### src/rtl/entity_row_fetch_scheduler.sv
// Per-scanline sprite row fetcher: during hblank it scans the nine entity slots, fetches one
// 8-pixel sprite row per hit over a shared ROM port, and double-buffers the rows for the renderer.
module entity_row_fetch_scheduler #(
  parameter int H_ACTIVE  = 640,
  parameter int H_TOTAL   = 800,
  parameter int V_ACTIVE  = 480,
  parameter int V_TOTAL   = 525,
  parameter int TILE_PX   = 40,
  parameter int SCALE     = 5,
  parameter int NUM_SLOTS = 9
) (
  input  logic                    clk,
  input  logic                    rst_n,
  input  logic [9:0]              counter_H,
  input  logic [9:0]              counter_V,
  input  logic [14*NUM_SLOTS-1:0] entities,
  output logic                    rom_req,
  output logic [6:0]              rom_addr,
  input  logic                    rom_ack,
  input  logic [7:0]              rom_data,
  input  logic [3:0]              rd_slot,
  output logic                    rd_valid,
  output logic [3:0]              rd_col,
  output logic [1:0]              rd_orient,
  output logic [7:0]              rd_data,
  output logic                    overrun
);

  // ROM handshake: rom_req rises with rom_addr latched and both hold until a cycle with
  // rom_ack=1; that cycle is the transfer and rom_req falls on the next edge. A line swap
  // withdraws rom_req and any ack arriving in the swap cycle is discarded.
  typedef enum logic [1:0] {IDLE, SCAN, FETCH, DONE} state_t;

  state_t     state_q, state_d;
  logic [3:0] slot_q, slot_d;
  logic       rom_req_q, rom_req_d;
  logic [6:0] rom_addr_q, rom_addr_d;
  logic [3:0] cur_col_q, cur_col_d;
  logic [1:0] cur_or_q, cur_or_d;

  logic [3:0] tile_row_q, tile_row_d;
  logic [2:0] spr_row_q, spr_row_d;
  logic [2:0] scale_cnt_q, scale_cnt_d;
  logic       next_vis_q, next_vis_d;

  logic       back_valid_q  [NUM_SLOTS];
  logic [3:0] back_col_q    [NUM_SLOTS];
  logic [1:0] back_or_q     [NUM_SLOTS];
  logic [7:0] back_data_q   [NUM_SLOTS];
  logic       front_valid_q [NUM_SLOTS];
  logic [3:0] front_col_q   [NUM_SLOTS];
  logic [1:0] front_or_q    [NUM_SLOTS];
  logic [7:0] front_data_q  [NUM_SLOTS];

  logic [13:0] desc_a [NUM_SLOTS];
  logic [13:0] desc;
  logic        line_start, swap, hit, last_slot;
  logic        clear_back, write_back;

  for (genvar k = 0; k < NUM_SLOTS; k++) begin : g_desc
    assign desc_a[k] = entities[14*k +: 14];
  end

  assign line_start = (counter_H == 10'(H_ACTIVE));
  assign swap       = (counter_H == 10'(H_TOTAL - 1));
  assign desc       = (slot_q < 4'(NUM_SLOTS)) ? desc_a[slot_q] : '1;
  assign hit        = (desc[13:10] != 4'hF) && (desc[3:0] == tile_row_q);
  assign last_slot  = (slot_q == 4'(NUM_SLOTS - 1));

  // Trackers step once per line to describe line counter_V+1, using wrap counters
  // instead of dividing the line number by TILE_PX and SCALE.
  always_comb begin
    tile_row_d  = tile_row_q;
    spr_row_d   = spr_row_q;
    scale_cnt_d = scale_cnt_q;
    next_vis_d  = next_vis_q;
    if (line_start) begin
      if (counter_V == 10'(V_TOTAL - 1)) begin
        tile_row_d  = '0;
        spr_row_d   = '0;
        scale_cnt_d = '0;
        next_vis_d  = 1'b1;
      end else if (counter_V >= 10'(V_ACTIVE - 1)) begin
        next_vis_d = 1'b0;
      end else begin
        next_vis_d = 1'b1;
        if (scale_cnt_q == 3'(SCALE - 1)) begin
          scale_cnt_d = '0;
          spr_row_d   = spr_row_q + 3'd1;
          if (spr_row_q == 3'(TILE_PX / SCALE - 1)) begin
            tile_row_d = tile_row_q + 4'd1;
          end
        end else begin
          scale_cnt_d = scale_cnt_q + 3'd1;
        end
      end
    end
  end

  always_comb begin
    state_d    = state_q;
    slot_d     = slot_q;
    rom_req_d  = rom_req_q;
    rom_addr_d = rom_addr_q;
    cur_col_d  = cur_col_q;
    cur_or_d   = cur_or_q;
    clear_back = 1'b0;
    write_back = 1'b0;
    overrun    = 1'b0;
    case (state_q)
      IDLE: begin
        if (line_start) begin
          clear_back = 1'b1;
          slot_d     = '0;
          state_d    = next_vis_d ? SCAN : DONE;
        end
      end
      SCAN: begin
        if (hit) begin
          rom_addr_d = {desc[13:10], spr_row_q ^ {3{desc[9]}}};
          cur_col_d  = desc[7:4];
          cur_or_d   = desc[9:8];
          rom_req_d  = 1'b1;
          state_d    = FETCH;
        end else if (last_slot) begin
          state_d = DONE;
        end else begin
          slot_d = slot_q + 4'd1;
        end
      end
      FETCH: begin
        if (rom_ack) begin
          write_back = 1'b1;
          rom_req_d  = 1'b0;
          if (last_slot) begin
            state_d = DONE;
          end else begin
            slot_d  = slot_q + 4'd1;
            state_d = SCAN;
          end
        end
      end
      default: ;
    endcase
    if (swap) begin
      overrun    = (state_q == SCAN) || (state_q == FETCH);
      state_d    = IDLE;
      rom_req_d  = 1'b0;
      write_back = 1'b0;
    end
  end

  always_ff @(posedge clk or negedge rst_n) begin
    if (!rst_n) begin
      state_q     <= IDLE;
      slot_q      <= '0;
      rom_req_q   <= 1'b0;
      rom_addr_q  <= '0;
      cur_col_q   <= '0;
      cur_or_q    <= '0;
      tile_row_q  <= '0;
      spr_row_q   <= '0;
      scale_cnt_q <= '0;
      next_vis_q  <= 1'b1;
    end else begin
      state_q     <= state_d;
      slot_q      <= slot_d;
      rom_req_q   <= rom_req_d;
      rom_addr_q  <= rom_addr_d;
      cur_col_q   <= cur_col_d;
      cur_or_q    <= cur_or_d;
      tile_row_q  <= tile_row_d;
      spr_row_q   <= spr_row_d;
      scale_cnt_q <= scale_cnt_d;
      next_vis_q  <= next_vis_d;
    end
  end

  always_ff @(posedge clk or negedge rst_n) begin
    if (!rst_n) begin
      for (int k = 0; k < NUM_SLOTS; k++) begin
        back_valid_q[k]  <= 1'b0;
        back_col_q[k]    <= '0;
        back_or_q[k]     <= '0;
        back_data_q[k]   <= '0;
        front_valid_q[k] <= 1'b0;
        front_col_q[k]   <= '0;
        front_or_q[k]    <= '0;
        front_data_q[k]  <= '0;
      end
    end else begin
      if (swap) begin
        for (int k = 0; k < NUM_SLOTS; k++) begin
          front_valid_q[k] <= back_valid_q[k];
          front_col_q[k]   <= back_col_q[k];
          front_or_q[k]    <= back_or_q[k];
          front_data_q[k]  <= back_data_q[k];
        end
      end
      if (clear_back) begin
        for (int k = 0; k < NUM_SLOTS; k++) begin
          back_valid_q[k] <= 1'b0;
        end
      end else if (write_back) begin
        back_valid_q[slot_q] <= 1'b1;
        back_col_q[slot_q]   <= cur_col_q;
        back_or_q[slot_q]    <= cur_or_q;
        back_data_q[slot_q]  <= rom_data;
      end
    end
  end

  assign rom_req  = rom_req_q;
  assign rom_addr = rom_addr_q;

  // Invalid entries read as zero so stale column/data never leak to the renderer.
  always_comb begin
    rd_valid  = 1'b0;
    rd_col    = '0;
    rd_orient = '0;
    rd_data   = '0;
    if (rd_slot < 4'(NUM_SLOTS)) begin
      if (front_valid_q[rd_slot]) begin
        rd_valid  = 1'b1;
        rd_col    = front_col_q[rd_slot];
        rd_orient = front_or_q[rd_slot];
        rd_data   = front_data_q[rd_slot];
      end
    end
  end

endmodule

### config.mk
export PLATFORM = sky130hd
export DESIGN_NAME = entity_row_fetch_scheduler
export DESIGN_NICKNAME = d
export VERILOG_FILES = /design/src/rtl/entity_row_fetch_scheduler.sv
export SDC_FILE = /design/constraint.sdc
export NUM_CORES = 1
export LEC_CHECK = 0
export CORE_ASPECT_RATIO = 1.75
export CORE_MARGIN = 4
export CORE_UTILIZATION = 38
export DETAILED_ROUTE_END_ITERATION = 12
export PLACE_DENSITY_LB_ADDON = 0.1
export SETUP_SLACK_MARGIN = 0.3
export SYNTH_ARGS = -nofsm -noshare
export SYNTH_HDL_FRONTEND = slang
export SYNTH_SLANG_ARGS = --single-unit
### constraint.sdc
create_clock -name clk -period 4.3 [get_ports clk]
set_input_delay 0.43 -clock clk [delete_from_list [all_inputs] [get_ports clk]]
set_output_delay 0.43 -clock clk [all_outputs]
set_load 0.02 [all_outputs]
==> summary.log <==
[run_status] outcome completed
[synthesis] Async SR Flop Fraction 1.00
[drt] remaining antenna violation count after routing 0
[drt] overall routed net length 37800 um
[floorplan] effective utilization at floorplan 0.387
[floorplan] DIE AREA 0.0402 mm2
[synthesis] Post-Syn Nets 1476
[placement] post-placement setup slack 548 ps
[power] worst supply voltage drop on vdd 0.247 mV
[drt] drt pass-1 iters 4
[final_layout] most common cell after layout, fill and taps aside sky130_fd_sc_hd__nand2_1
[clocking] sinks on the clock net 301
[sta] Relative slew margins 0.369
[final_layout] share of post-route cells with drive strength above 1 0.182
[clocking] clock tree root buffer cell sky130_fd_sc_hd__clkbuf_16
[clocking] clock tree from TritonCTS yes
[worst_setup_path] critical register-to-register path startpoint slot_q[0]$_DFFE_PN0P_
[sta] clk_skew 19.9 ps
[clocking] Worst-Skew Late Latency 550 ps
[synthesis] post-synthesis average cell area 10.8 um2
[sta] final count of negative-setup-slack endpoints 0
[sta] minimum clock period after layout 3640 ps
[drt] routed wire length per instance 19.2 um
[worst_setup_path] Worst Setup Start Kind primary input
[global_route] aggregate global-route resource usage 0.187
[sta] Peak Freq 275 MHz
[floorplan] FP Rows 92
[drt] initial detailed-routing violation count 450
[sta] max-slew violation total from the final report 0
[worst_setup_path] Reg2Reg Depth 9
[final_layout] area of all placed cells without fillers 0.0174 mm2
[synthesis] dominant register cell in the synthesized netlist sky130_fd_sc_hd__dfrtp_1
[synthesis] count of flip-flops with a built-in enable after synthesis 0
[worst_setup_path] internal reg-to-reg setup slack 960 ps
[synthesis] flop and latch count out of synthesis 301
[clocking] clock buffer count from CTS 29
[global_route] antenna violations before repair 2
[power] fraction of power spent switching nets 0.298
[power] power density relative to cell area 486 mW/mm2
[placement] global placer's final weighted congestion 0.801
[power] combinational power share 0.260
[synthesis] Cell Area, Synth 0.0140 mm2
[global_route] wire length of the first global-routing pass 59300 um
[sta] part of the cycle the worst path needs 0.846
[hold_path] Worst Hold Path Cells 2
[synthesis] portion of the post-synthesis area used by sequential elements 0.537
[synthesis] count of synthesis-stage warnings from yosys 0
[hold_path] Endpoint, Worst Hold front_col_q[15]$_DFFE_PN0P_
[clocking] H-tree levels 1
[worst_setup_path] arrival time of data at the critical path endpoint 3210 ps
[worst_setup_path] slowest cell on the critical path sky130_fd_sc_hd__o21ai_1
[worst_setup_path] type of the setup path with the least slack in2out
[final_layout] number of nets in the finished design 1651
[sta] setup repair after global routing missed its margin no
[worst_setup_path] ordered list of cells on the worst path clkdlybuf4s50_1, buf_4, mux2i_1, o21ai_1, buf_4, and2_1, clkdlybuf4s50_1
[global_route] largest net degree at the start of global routing 118
[power] Static Leak 8.46 nW
[floorplan] Die X 153 um
[final_layout] Area growth, synth to finish 24.2%
[clocking] buffers inserted by post-CTS timing repair 0
[worst_setup_path] CP peak stage delay 720 ps
[drt] remaining routing DRC violations 0
[power] relative contribution of sequential cells to total power 0.434
[drt] vias per cell 5.09
[sta] slew of the pin with the lowest slew margin 946 ps
[floorplan] boundary pin count 185
[floorplan] Die Span Y 262 um
[hold_path] startpoint of the worst hold path back_col_q[15]$_DFFE_PN0P_
[worst_setup_path] Critical Path Sink Type output pin
[placement] IO buf count 184
[power] Clk network pwr share 0.306
[power] Cell Int Power 5.95 mW
[worst_setup_path] Worst R2R End state_q[1]$_DFFE_PN0P_
[placement] post-DP HPWL 26100 um
[synthesis] Post-Synthesis Cells 1301
[sta] Hold Vio Cnt, Final 0
[synthesis] unique cell type count in the Yosys netlist 59
[drt] routed vias 10000
[hold_path] Hold WC Path Type reg2reg
[run] max capacitance violation total 0
[worst_setup_path] required time of the critical path 3870 ps
[power] net switching power of the design 2.53 mW
[floorplan] Std-Cell Core Area 0.0363 mm2
[global_route] remaining global-route overflow 0
[final_layout] most frequent cells in the layout sky130_fd_sc_hd__nand2_1 (479), sky130_fd_sc_hd__dfrtp_1 (299), sky130_fd_sc_hd__clkdlybuf4s50_1 (181)
[worst_setup_path] CP delay by family, top buffers and inverters
[clocking] CTS max path bufs 3
[worst_setup_path] crit path buf inv count 4
[sta] Setup TNS 0 ps
[global_route] number of global-route vias before repair 10500
[worst_setup_path] highest net fanout along the worst path 15
[placement] placed cell areas 0.0165 mm2
[sta] setup slack after layout 662 ps
[worst_setup_path] Critical Path Start rd_slot[2]
[clocking] Clock Pin Slew Worst Setup and Hold Paths 60 ps
==> Yosys cell counts (3+ instances only) <==
| cell type | n | area [um2] |
|---|---|---|
| sky130_fd_sc_hd__mux2_2 | 134 | 1510 |
| sky130_fd_sc_hd__mux2_1 | 9 | 101 |
| sky130_fd_sc_hd__and3_1 | 3 | 18.8 |
| sky130_fd_sc_hd__o21ai_0 | 34 | 170 |
| sky130_fd_sc_hd__a21oi_1 | 26 | 130 |
| sky130_fd_sc_hd__and2_1 | 17 | 106 |
| sky130_fd_sc_hd__o22ai_1 | 8 | 50.1 |
| sky130_fd_sc_hd__a211oi_1 | 4 | 30.0 |
| sky130_fd_sc_hd__buf_1 | 10 | 37.5 |
| sky130_fd_sc_hd__nand3_1 | 11 | 55.1 |
| sky130_fd_sc_hd__nand2_1 | 479 | 1800 |
| sky130_fd_sc_hd__mux4_2 | 41 | 923 |
| sky130_fd_sc_hd__nand2b_1 | 3 | 18.8 |
| sky130_fd_sc_hd__nor2_1 | 21 | 78.8 |
| sky130_fd_sc_hd__a221o_1 | 5 | 50.1 |
| sky130_fd_sc_hd__xor2_1 | 4 | 35.0 |
| sky130_fd_sc_hd__nand3b_1 | 3 | 22.5 |
| sky130_fd_sc_hd__o211ai_1 | 8 | 60.1 |
| sky130_fd_sc_hd__o32ai_1 | 4 | 35.0 |
| sky130_fd_sc_hd__nand4_1 | 5 | 31.3 |
| sky130_fd_sc_hd__buf_4 | 3 | 22.5 |
| sky130_fd_sc_hd__buf_2 | 14 | 70.1 |
| sky130_fd_sc_hd__clkbuf_1 | 47 | 176 |
| sky130_fd_sc_hd__dfrtp_1 | 300 | 7510 |
| sky130_fd_sc_hd__nor2b_1 | 3 | 18.8 |
| sky130_fd_sc_hd__inv_1 | 10 | 37.5 |
| sky130_fd_sc_hd__nor4b_1 | 4 | 35.0 |
| sky130_fd_sc_hd__mux2i_1 | 35 | 350 |
| sky130_fd_sc_hd__o21ai_1 | 5 | 25.0 |
| sky130_fd_sc_hd__ha_1 | 14 | 175 |
==> cells by family after synthesis <==
kind of cell | share of synthesized area
AO/OA/AOI/OAI | 0.0461
XOR/XNOR | 0.00490
adder cells (fa/ha/maj) | 0.0125
buffers and inverters | 0.0266
flip-flops | 0.537
multiplexers | 0.207
AND/OR/NAND/NOR | 0.166
==> state kept, by name (all words and copies together) (netlist names), 2 cells and up <==
register	count
tile_row_q	4
back_col_q	36
front_valid_q	9
state_q	2
cur_or_q	2
spr_row_q	3
back_valid_q	9
back_data_q	72
back_or_q	18
front_col_q	36
front_or_q	18
rom_addr	7
scale_cnt_q	3
cur_col_q	4
slot_q	4
front_data_q	72
==> worst max-delay path by stage <==
stage,cells past startpoint,endpoint
floorplan,12,rom_addr[0]$_DFFE_PN0P_
global placement,7,rd_data[7]
detailed placement,7,rd_data[7]
CTS,7,rd_data[7]
global route,7,rd_data[3]
finish,7,rd_data[7]
==> power by group through the flow <==
stage | sequential, mW | clock [mW] | combinational (mW)
after floorplan | 3.62 | 0 | 1.55
after global placement | 3.71 | 0 | 2.21
after detailed placement | 3.73 | 0 | 2.24
after CTS | 3.68 | 2.67 | 2.25
after global routing | 3.74 | 2.79 | 2.42
final | 3.67 | 2.59 | 2.21
==> worst min-delay path: cells and delay by family, from the launching register on <==
kind / cells / cell delay (ps)
flops: 1 / 340
simple gates: 2 / 100
==> per-layer routing <==
layer	up-vias	share of wire	track usage
li1	4773	-	-
met1	4937	0.40	0.217
met2	260	0.53	0.352
met3	57	0.047	0.0284
met4	0	0.025	0.0528
met5	-	0	0
==> cell type report <==
cell class              instances  area [um2]
inverters                      12        45.0
flip-flops and latches        301        7530
diodes                          2        5.00
multi-input cells             912        6150
clock inverters                10         131
clock buffers                  44         832
fillers                      3423       18800
repair buffers                220        2150
well taps                     470         588
==> per-stage QoR <==
step | hold slack, ps | std cells | power [mW] | util
after floorplan | 134 | 1301 | 5.17 | -
final | 454 | 1971 | 8.48 | 0.481
after global routing | 480 | 1970 | 8.96 | 0.481
after global placement | 443 | 1914 | 5.93 | 0.454
after CTS | 456 | 1969 | 8.60 | 0.481
after detailed placement | 450 | 1914 | 5.97 | 0.454
==> what timing repair did <==
| item | in CTS | in global routing |
|---|---|---|
| hold endpoints to repair | 11 | 0 |
| resized for setup | 0 | 0 |
| hold buffers | 1 | 0 |
Note: power is estimated with default switching activity, not from simulation.
